`config.mk`:
```
export PLATFORM = sky130hd
export DESIGN_NAME = coupling_gain_applier_flat
export DESIGN_NICKNAME = d
export VERILOG_FILES = /design/src/rtl/coupling_pkg.sv /design/src/rtl/coupling_gain_applier_if.sv /design/src/rtl/coupling_gain_slew.sv /design/src/rtl/coupling_gain_applier.sv /design/src/flat_wrapper.sv
export SDC_FILE = /design/constraint.sdc
export NUM_CORES = 2
export LEC_CHECK = 0
export ABC_AREA = 1
export CAP_MARGIN = 15
export CORE_ASPECT_RATIO = 0.9
export CORE_MARGIN = 1.5
export CORE_UTILIZATION = 40
export DETAILED_ROUTE_END_ITERATION = 10
export GPL_ROUTABILITY_DRIVEN = 0
export GPL_TIMING_DRIVEN = 0
export SKIP_CTS_REPAIR_TIMING = 1
export SLEW_MARGIN = 20
export SYNTH_ARGS = -nofsm -noshare
export SYNTH_HDL_FRONTEND = slang
export SYNTH_SLANG_ARGS = --single-unit
```
`constraint.sdc`:
```
create_clock -name clk -period 7.1 [get_ports clk]
set_input_delay 1.775 -clock clk [delete_from_list [all_inputs] [get_ports clk]]
set_output_delay 1.775 -clock clk [all_outputs]
set_load 0.02 [all_outputs]
```
`src/rtl/coupling_pkg.sv`:
```
// Shared definitions for the coupling gain applier: coupling-mode encodings,
// Q14 gain constants and the slew-state encoding.
package coupling_pkg;

    localparam logic [1:0] MODE_MODULATORY = 2'b00;
    localparam logic [1:0] MODE_TRANSITION = 2'b01;
    localparam logic [1:0] MODE_HARMONIC   = 2'b10;
    localparam logic [1:0] MODE_ILLEGAL    = 2'b11;

    localparam int GAIN_FULL = 16384;
    localparam int GAIN_HALF = 8192;
    localparam int GAIN_WEAK = 2048;

    typedef enum logic [1:0] {
        ST_SETTLED  = 2'd0,
        ST_SLEWING  = 2'd1,
        ST_SETTLING = 2'd2
    } slew_state_t;

endpackage

```
`src/rtl/coupling_gain_applier_if.sv`:
```
// Bus between the coupling-mode controller side and the gain applier.
// With COUPLING_SLEW_STATS_EN defined the bus also carries slew_ticks.
interface coupling_gain_applier_if #(
    parameter int WIDTH = 18
);
    logic                    clk_en;
    logic [1:0]              coupling_mode;
    logic signed [WIDTH-1:0] pac_gain_tgt;
    logic signed [WIDTH-1:0] harmonic_gain_tgt;
    logic signed [WIDTH-1:0] pac_drive;
    logic signed [WIDTH-1:0] harmonic_drive;
    logic signed [WIDTH-1:0] coupling_out;
    logic                    out_valid;
    logic signed [WIDTH-1:0] pac_gain_eff;
    logic signed [WIDTH-1:0] harmonic_gain_eff;
    logic                    gains_settled;
    logic                    mode_illegal;

`ifdef COUPLING_SLEW_STATS_EN
    logic [15:0]             slew_ticks;

    modport master (
        output clk_en, coupling_mode, pac_gain_tgt, harmonic_gain_tgt,
               pac_drive, harmonic_drive,
        input  coupling_out, out_valid, pac_gain_eff, harmonic_gain_eff,
               gains_settled, mode_illegal, slew_ticks
    );

    modport slave (
        input  clk_en, coupling_mode, pac_gain_tgt, harmonic_gain_tgt,
               pac_drive, harmonic_drive,
        output coupling_out, out_valid, pac_gain_eff, harmonic_gain_eff,
               gains_settled, mode_illegal, slew_ticks
    );
`else
    modport master (
        output clk_en, coupling_mode, pac_gain_tgt, harmonic_gain_tgt,
               pac_drive, harmonic_drive,
        input  coupling_out, out_valid, pac_gain_eff, harmonic_gain_eff,
               gains_settled, mode_illegal
    );

    modport slave (
        input  clk_en, coupling_mode, pac_gain_tgt, harmonic_gain_tgt,
               pac_drive, harmonic_drive,
        output coupling_out, out_valid, pac_gain_eff, harmonic_gain_eff,
               gains_settled, mode_illegal
    );
`endif

endinterface

```
`src/rtl/coupling_gain_slew.sv`:
```
// Single-gain conditioner: clamps the commanded target to [0, GAIN_MAX],
// substitutes FORCE_VAL when the mode is illegal, and steps the effective
// gain toward the target by at most SLEW_STEP per update tick.
module coupling_gain_slew
    import coupling_pkg::*;
#(
    parameter int WIDTH     = 18,
    parameter int SLEW_STEP = 8,
    parameter int GAIN_MAX  = GAIN_FULL,
    parameter int RESET_VAL = GAIN_FULL,
    parameter int FORCE_VAL = GAIN_FULL
) (
    input  logic                    clk,
    input  logic                    rst_n,
    input  logic                    i_clk_en,
    input  logic                    i_force,
    input  logic signed [WIDTH-1:0] i_tgt,
    output logic signed [WIDTH-1:0] o_tgt,
    output logic signed [WIDTH-1:0] o_eff,
    output logic signed [WIDTH-1:0] o_eff_next
);

    localparam logic signed [WIDTH-1:0] L_MAX    = WIDTH'(GAIN_MAX);
    localparam logic signed [WIDTH-1:0] L_RST    = WIDTH'(RESET_VAL);
    localparam logic signed [WIDTH-1:0] L_FORCE  = WIDTH'(FORCE_VAL);
    localparam logic signed [WIDTH-1:0] L_STEP   = WIDTH'(SLEW_STEP);
    localparam logic signed [WIDTH:0]   L_STEP_P = (WIDTH+1)'(SLEW_STEP);
    localparam logic signed [WIDTH:0]   L_STEP_N = (WIDTH+1)'(-SLEW_STEP);

    logic signed [WIDTH-1:0] r_eff;
    logic signed [WIDTH-1:0] w_tgt;
    logic signed [WIDTH:0]   w_diff;
    logic signed [WIDTH-1:0] w_eff_next;

    // Target conditioning and step-limited next value.
    always_comb begin
        w_tgt = i_tgt;
        if (i_force) begin
            w_tgt = L_FORCE;
        end else if (i_tgt[WIDTH-1]) begin
            w_tgt = '0;
        end else if (i_tgt > L_MAX) begin
            w_tgt = L_MAX;
        end

        // One guard bit: both operands are bounded, so this cannot wrap.
        w_diff = {w_tgt[WIDTH-1], w_tgt} - {r_eff[WIDTH-1], r_eff};

        w_eff_next = r_eff;
        if ((w_diff <= L_STEP_P) && (w_diff >= L_STEP_N)) begin
            w_eff_next = w_tgt;
        end else if (w_diff > L_STEP_P) begin
            w_eff_next = r_eff + L_STEP;
        end else begin
            w_eff_next = r_eff - L_STEP;
        end
    end

    // Effective gain register, advanced only on the update tick.
    always_ff @(posedge clk) begin
        if (!rst_n) begin
            r_eff <= L_RST;
        end else if (i_clk_en) begin
            r_eff <= w_eff_next;
        end
    end

    assign o_tgt      = w_tgt;
    assign o_eff      = r_eff;
    assign o_eff_next = w_eff_next;

endmodule

```
`src/rtl/coupling_gain_applier.sv`:
```
// Slews the PAC and harmonic coupling gains, applies them to their drive
// signals and sums the result into one saturated coupling drive.
// Optional feature macro: COUPLING_SLEW_STATS_EN (adds slew_ticks on the bus).
//
// state       | meaning
// ------------+------------------------------------------------------------
// ST_SETTLED  | gains equal targets and have held for SETTLE_TICKS ticks
// ST_SLEWING  | at least one gain is still stepping toward its target
// ST_SETTLING | both gains at target, counting stable ticks
module coupling_gain_applier
    import coupling_pkg::*;
#(
    parameter int WIDTH        = 18,
    parameter int FRAC         = 14,
    parameter int SLEW_STEP    = 8,
    parameter int SETTLE_TICKS = 16
) (
    input  logic                     clk,
    input  logic                     rst_n,
    coupling_gain_applier_if.slave   bus
);

    localparam int W2    = 2 * WIDTH;
    localparam int CNT_W = ($clog2(SETTLE_TICKS) > 0) ? $clog2(SETTLE_TICKS) : 1;
    localparam logic [CNT_W-1:0] L_CNT_LAST = CNT_W'(SETTLE_TICKS - 1);
    localparam logic signed [W2:0] L_SAT_MAX = (W2+1)'((2 ** (WIDTH-1)) - 1);
    localparam logic signed [W2:0] L_SAT_MIN = (W2+1)'(-(2 ** (WIDTH-1)));

    logic                    w_illegal;
    logic signed [WIDTH-1:0] w_pac_tgt,  w_pac_eff,  w_pac_next;
    logic signed [WIDTH-1:0] w_harm_tgt, w_harm_eff, w_harm_next;
    logic                    w_tgt_moved;
    logic                    w_next_at_tgt;
    logic signed [W2:0]      w_sum;
    logic signed [W2:0]      w_shift;
    logic signed [WIDTH-1:0] w_sat;

    slew_state_t             r_state;
    logic [CNT_W-1:0]        r_cnt;
    logic                    r_settled;
    logic                    r_illegal;
    logic signed [W2-1:0]    r_prod_pac;
    logic signed [W2-1:0]    r_prod_harm;
    logic                    r_v1;
    logic signed [WIDTH-1:0] r_out;
    logic                    r_out_valid;

    assign w_illegal = (bus.coupling_mode == MODE_ILLEGAL);

    coupling_gain_slew #(
        .WIDTH     (WIDTH),
        .SLEW_STEP (SLEW_STEP),
        .GAIN_MAX  (GAIN_FULL),
        .RESET_VAL (GAIN_FULL),
        .FORCE_VAL (GAIN_FULL)
    ) u_pac_slew (
        .clk        (clk),
        .rst_n      (rst_n),
        .i_clk_en   (bus.clk_en),
        .i_force    (w_illegal),
        .i_tgt      (bus.pac_gain_tgt),
        .o_tgt      (w_pac_tgt),
        .o_eff      (w_pac_eff),
        .o_eff_next (w_pac_next)
    );

    coupling_gain_slew #(
        .WIDTH     (WIDTH),
        .SLEW_STEP (SLEW_STEP),
        .GAIN_MAX  (GAIN_FULL),
        .RESET_VAL (GAIN_WEAK),
        .FORCE_VAL (GAIN_WEAK)
    ) u_harm_slew (
        .clk        (clk),
        .rst_n      (rst_n),
        .i_clk_en   (bus.clk_en),
        .i_force    (w_illegal),
        .i_tgt      (bus.harmonic_gain_tgt),
        .o_tgt      (w_harm_tgt),
        .o_eff      (w_harm_eff),
        .o_eff_next (w_harm_next)
    );

    // Target-vs-gain comparisons feeding the state machine, plus the
    // stage-2 sum, rescale and saturation.
    always_comb begin
        w_tgt_moved   = (w_pac_tgt != w_pac_eff) || (w_harm_tgt != w_harm_eff);
        w_next_at_tgt = (w_pac_next == w_pac_tgt) && (w_harm_next == w_harm_tgt);

        w_sum   = (W2+1)'(r_prod_pac) + (W2+1)'(r_prod_harm);
        w_shift = w_sum >>> FRAC;
        if (w_shift > L_SAT_MAX) begin
            w_sat = L_SAT_MAX[WIDTH-1:0];
        end else if (w_shift < L_SAT_MIN) begin
            w_sat = L_SAT_MIN[WIDTH-1:0];
        end else begin
            w_sat = w_shift[WIDTH-1:0];
        end
    end

    // Settle-tracking state machine with registered gains_settled.
    always_ff @(posedge clk) begin
        if (!rst_n) begin
            r_state   <= ST_SETTLED;
            r_cnt     <= '0;
            r_settled <= 1'b1;
        end else if (bus.clk_en) begin
            case (r_state)
                ST_SETTLED: begin
                    if (w_tgt_moved) begin
                        r_state   <= ST_SLEWING;
                        r_settled <= 1'b0;
                    end
                end
                ST_SLEWING: begin
                    if (w_next_at_tgt) begin
                        r_state <= ST_SETTLING;
                        r_cnt   <= '0;
                    end
                end
                ST_SETTLING: begin
                    if (w_tgt_moved) begin
                        r_state <= ST_SLEWING;
                    end else if (r_cnt == L_CNT_LAST) begin
                        r_state   <= ST_SETTLED;
                        r_settled <= 1'b1;
                    end else begin
                        r_cnt <= r_cnt + CNT_W'(1);
                    end
                end
                default: begin
                    r_state   <= ST_SETTLED;
                    r_settled <= 1'b1;
                end
            endcase
        end
    end

    // Sticky illegal-mode flag, cleared only by reset.
    always_ff @(posedge clk) begin
        if (!rst_n) begin
            r_illegal <= 1'b0;
        end else if (bus.clk_en && w_illegal) begin
            r_illegal <= 1'b1;
        end
    end

    // Two-stage multiply/sum pipeline; products use the pre-update gains.
    always_ff @(posedge clk) begin
        if (!rst_n) begin
            r_prod_pac  <= '0;
            r_prod_harm <= '0;
            r_v1        <= 1'b0;
            r_out       <= '0;
            r_out_valid <= 1'b0;
        end else begin
            r_out_valid <= bus.clk_en && r_v1;
            if (bus.clk_en) begin
                r_prod_pac  <= W2'(bus.pac_drive) * W2'(w_pac_eff);
                r_prod_harm <= W2'(bus.harmonic_drive) * W2'(w_harm_eff);
                r_v1        <= 1'b1;
                r_out       <= w_sat;
            end
        end
    end

`ifdef COUPLING_SLEW_STATS_EN
    logic [15:0] r_slew_ticks;

    // Ticks spent slewing since the last departure from SETTLED, saturating.
    always_ff @(posedge clk) begin
        if (!rst_n) begin
            r_slew_ticks <= '0;
        end else if (bus.clk_en) begin
            if ((r_state == ST_SETTLED) && w_tgt_moved) begin
                r_slew_ticks <= '0;
            end else if ((r_state == ST_SLEWING) && (r_slew_ticks != 16'hFFFF)) begin
                r_slew_ticks <= r_slew_ticks + 16'd1;
            end
        end
    end

    assign bus.slew_ticks = r_slew_ticks;
`endif

    assign bus.coupling_out      = r_out;
    assign bus.out_valid         = r_out_valid;
    assign bus.pac_gain_eff      = w_pac_eff;
    assign bus.harmonic_gain_eff = w_harm_eff;
    assign bus.gains_settled     = r_settled;
    assign bus.mode_illegal      = r_illegal;

endmodule

```
`src/flat_wrapper.sv`:
```
// flat-port wrapper written by rule: the top's interface ports become plain ports
module coupling_gain_applier_flat import coupling_pkg::*;
#(
    parameter int WIDTH        = 18,
    parameter int FRAC         = 14,
    parameter int SLEW_STEP    = 8,
    parameter int SETTLE_TICKS = 16
)
  (clk, rst_n, bus_clk_en, bus_coupling_mode, bus_pac_gain_tgt, bus_harmonic_gain_tgt, bus_pac_drive, bus_harmonic_drive, bus_coupling_out, bus_out_valid, bus_pac_gain_eff, bus_harmonic_gain_eff, bus_gains_settled, bus_mode_illegal);
  coupling_gain_applier_if #(.WIDTH(WIDTH)) bus_i ();
  input  logic clk;
  input  logic rst_n;
  input wire logic [$bits(bus_i.clk_en)-1:0] bus_clk_en;
  input wire logic [$bits(bus_i.coupling_mode)-1:0] bus_coupling_mode;
  input wire logic [$bits(bus_i.pac_gain_tgt)-1:0] bus_pac_gain_tgt;
  input wire logic [$bits(bus_i.harmonic_gain_tgt)-1:0] bus_harmonic_gain_tgt;
  input wire logic [$bits(bus_i.pac_drive)-1:0] bus_pac_drive;
  input wire logic [$bits(bus_i.harmonic_drive)-1:0] bus_harmonic_drive;
  output wire logic [$bits(bus_i.coupling_out)-1:0] bus_coupling_out;
  output wire logic [$bits(bus_i.out_valid)-1:0] bus_out_valid;
  output wire logic [$bits(bus_i.pac_gain_eff)-1:0] bus_pac_gain_eff;
  output wire logic [$bits(bus_i.harmonic_gain_eff)-1:0] bus_harmonic_gain_eff;
  output wire logic [$bits(bus_i.gains_settled)-1:0] bus_gains_settled;
  output wire logic [$bits(bus_i.mode_illegal)-1:0] bus_mode_illegal;
  assign bus_i.clk_en = bus_clk_en;
  assign bus_i.coupling_mode = bus_coupling_mode;
  assign bus_i.pac_gain_tgt = bus_pac_gain_tgt;
  assign bus_i.harmonic_gain_tgt = bus_harmonic_gain_tgt;
  assign bus_i.pac_drive = bus_pac_drive;
  assign bus_i.harmonic_drive = bus_harmonic_drive;
  assign bus_coupling_out = bus_i.coupling_out;
  assign bus_out_valid = bus_i.out_valid;
  assign bus_pac_gain_eff = bus_i.pac_gain_eff;
  assign bus_harmonic_gain_eff = bus_i.harmonic_gain_eff;
  assign bus_gains_settled = bus_i.gains_settled;
  assign bus_mode_illegal = bus_i.mode_illegal;
  coupling_gain_applier #(.WIDTH(WIDTH), .FRAC(FRAC), .SLEW_STEP(SLEW_STEP), .SETTLE_TICKS(SETTLE_TICKS)) u_core (.clk(clk), .rst_n(rst_n), .bus(bus_i));
endmodule
```
==> run summary <==
sequential area share after synthesis -> 7.54%
first-pass GRT wire length -> 173000 µm
Ys Warns -> 0
worst rel slew slack -> 31.0%
Min-Delay Path Class -> reg2reg
CP Capture Type -> register
number of global-route vias before repair -> 31734
#FFs+latches synth -> 136
Tcrit/Tclk final -> 98.0%
gr busiest metal -> met2
CTS tree -> done
Via Count -> 32189
CP Data Required Time -> 7440 ps
critical path's largest stage delay -> 610 ps
DIE WIDTH -> 320 µm
DRC viols -> 0
Clock Path Buffers -> 2
antenna-violating nets left -> 0
GR Layer Usage met1 -> 33.7%
wirelength, routed -> 113000 µm
CTS H-tree depth -> 4
Top FF cell, synth -> dfxtp_1
final non-filler cell area -> 43400 µm²
Die Ht -> 288 µm
CP cell instances -> buf_12, buf_8, nand2_4, inv_4, fa_2, inv_4, fa_1, fa_1, fa_2, fa_1, fa_1, inv_2, ha_4, a21oi_2, inv_2, a21oi_2, nor3_2, a2111oi_2, o211ai_1, a31o_2, a21oi_1, o21ai_1, o211ai_1, inv_1
Total Routing Usage GR -> 24.2%
share of the synthesized area in the top cell type -> 36.6%
vias per cell -> 5.04
crit path time final -> 6960 ps
Detailed Routing Iterations Pass 1 -> 6
Synth Instances -> 4961
Core Rows -> 104
DR iter-0 viols -> 2280
Netlist cell types -> 47
dpl hpwl -> 92300 µm
fraction of layout cells with a size suffix above 1 -> 14.4%
Diodes inserted -> 0
Cell Area, Synth -> 36100 µm²
CP max-delay cell -> fa_2
CORE AREA -> 89400 µm²
WL/cell -> 17.7 µm
FMAX -> 144 MHz
worst-path maximum fanout -> 9
Worst Hold Path Cells -> 2
arrival time at the worst endpoint -> 7300 ps
largest net degree at the start of global routing -> 17
Hold Fails Final Rpt -> 0
clock sinks -> 136
Starting Density -> 40.4%
Mapped Avg Cell Area -> 7.28 µm²
RSZ-0062 raised after global routing -> true
Post-synth EDFFs -> 0
CTS Root Cell -> clkbuf_16
routing usage on met3 -> 3.57%
top cells by area, synth -> fa_1 37%, inv_1 13%, nand2_1 13%
Worst-Margin Slew -> 1030 ps
Reg2Reg Depth -> 22
WP depth -> 24
fin. max-slew vios -> 0
initial antenna violation count -> 3
Synth area leader -> fa_1
Max Cap Viol -> 0
io pins -> 134
Final Net Count -> 6231
Clock Latency Late Sink -> 460 ps
Crit path buffers/inverters -> 7
PortBufs -> 95
die area -> 92100 µm²
GRT overflow -> 0
CTS buffer count -> 17
CP Launch Type -> primary input
setup violators final -> 0
Layout area overhead -> 20.4%
Area after DPL -> 38800 µm²
clk_skew -> 21.5 ps
met2 Track Usage GR -> 39.4%
Clock transition at path regs -> 60 ps
status -> completed
critical path's most frequent cell -> fa_1
asr flop ratio synth -> 0%
critical path's top delay family -> adder cells
crit path kind -> in2reg
==> placed cells by master, fill, tap and decap left out, types with 18 or more instances in the layout <==
cell type / instances
ha_1: 205
clkdlybuf4s50_1: 78
xor2_1: 62
nor2_1: 193
a21oi_2: 43
nand4_1: 24
clkbuf_1: 70
nand3_2: 29
clkbuf_2: 32
nand3b_1: 18
a21oi_1: 160
nand2_4: 25
buf_1: 18
ha_4: 71
nand3_1: 130
a31oi_1: 20
inv_1: 1242
nand2_1: 1141
o21ai_0: 181
nor2_2: 22
nand2_2: 73
fa_2: 23
buf_4: 123
inv_2: 34
buf_6: 33
clkbuf_16: 18
dfxtp_1: 135
fa_1: 637
xnor2_1: 42
buf_8: 22
or2_2: 38
==> layer usage <==
metal | wire, µm | vias up
met5 | 17 | -
met4 | 3460 | 2
met3 | 7960 | 208
met2 | 51900 | 1102
met1 | 49500 | 15704
li1 | - | 15173
==> cells by family (layout without fill, tap and decap cells) <==
kind of cell,after synthesis,count (layout),synth area share (%)
AOI/OAI and AO/OA,514,515,7.77
xor gates and xnor gates,113,113,2.74
adders and majority gates,942,942,46.4
buffers and inverters,1490,1748,15.6
DFF,136,136,7.54
other,1,4,0.0104
and+or+nand+nor,1765,1767,20.0
==> metrics by stage <==
stage | TNS [ps] | std cells | hold WS (ps) | worst slack (ps) | utilization (%)
2_1_floorplan | -1.05 | 4964 | 416 | -0.802 | -
3_3_place_gp | -45910 | 6225 | 443 | -1350 | 43.4
3_5_place_dp | -48520 | 6225 | 456 | -1340 | 43.4
4_1_cts | -20930 | 6257 | 464 | -893 | 44.1
5_1_grt | -783 | 6391 | 512 | -111 | 48.6
6_report | 0 | 6391 | 469 | 140 | 48.6
==> cells in the mapped netlist, drive strengths merged, types with 4 or more instances <==
master,count
nor4,15
o211ai,13
nand3,173
dfxtp,136
nand4,24
o31ai,5
nor3,19
and2,4
xor2,65
o21ai,214
or2,39
a21boi,8
clkbuf,168
o21a,13
xnor2,48
a21o,6
nand3b,18
o221ai,8
nor2,230
a31oi,21
nand2,1241
fa,660
ha,282
a21oi,212
o21bai,7
inv,1289
buf,33
==> worst reg2reg max path, cell delays in order (launching register included) <==
cell	delay, ps
dfxtp_1	520
clkbuf_1	660
clkbuf_1	490
nand2_1	150
fa_1	450
fa_1	520
fa_1	590
fa_2	470
fa_1	520
fa_1	560
inv_2	50
ha_4	230
a21oi_2	140
inv_2	50
a21oi_2	180
nor3_2	70
a2111oi_2	270
o211ai_1	250
a31o_2	270
a21oi_1	110
o21ai_1	100
o211ai_1	90
inv_1	50
==> state kept, by name (all words and copies together) (netlist names), 2 cells and up <==
signal and flops:
u_core.r_prod_harm 36, u_core.r_prod_pac 36, u_core.bus.coupling_out 18, u_core.u_harm_slew.o_eff 18
u_core.u_pac_slew.o_eff 18, u_core.r_cnt 4, u_core.r_state 2
==> final timing paths <==
path	to	slack (ps)	start
worst max-delay path	u_core.r_prod_harm[32]	140	bus_harmonic_drive[17]
worst min-delay path	u_core.r_v1	470	u_core.r_v1
worst max register to register	u_core.r_prod_harm[32]	210	u_core.u_harm_slew.o_eff[10]
worst min register to register	u_core.r_v1	470	u_core.r_v1
==> layout make-up <==
class,instances,area [µm²]
buffer,201,1490
clock buffer,18,439
clock inverter,14,173
fill,8644,46000
inverter,1289,4890
multi-input combinational,3341,30200
sequential,136,2720
tap,1166,1460
timing repair buffer,226,2080
Power is not shown: default switching activity piles up to over one toggle a cycle in this logic, so the estimate is an artifact.
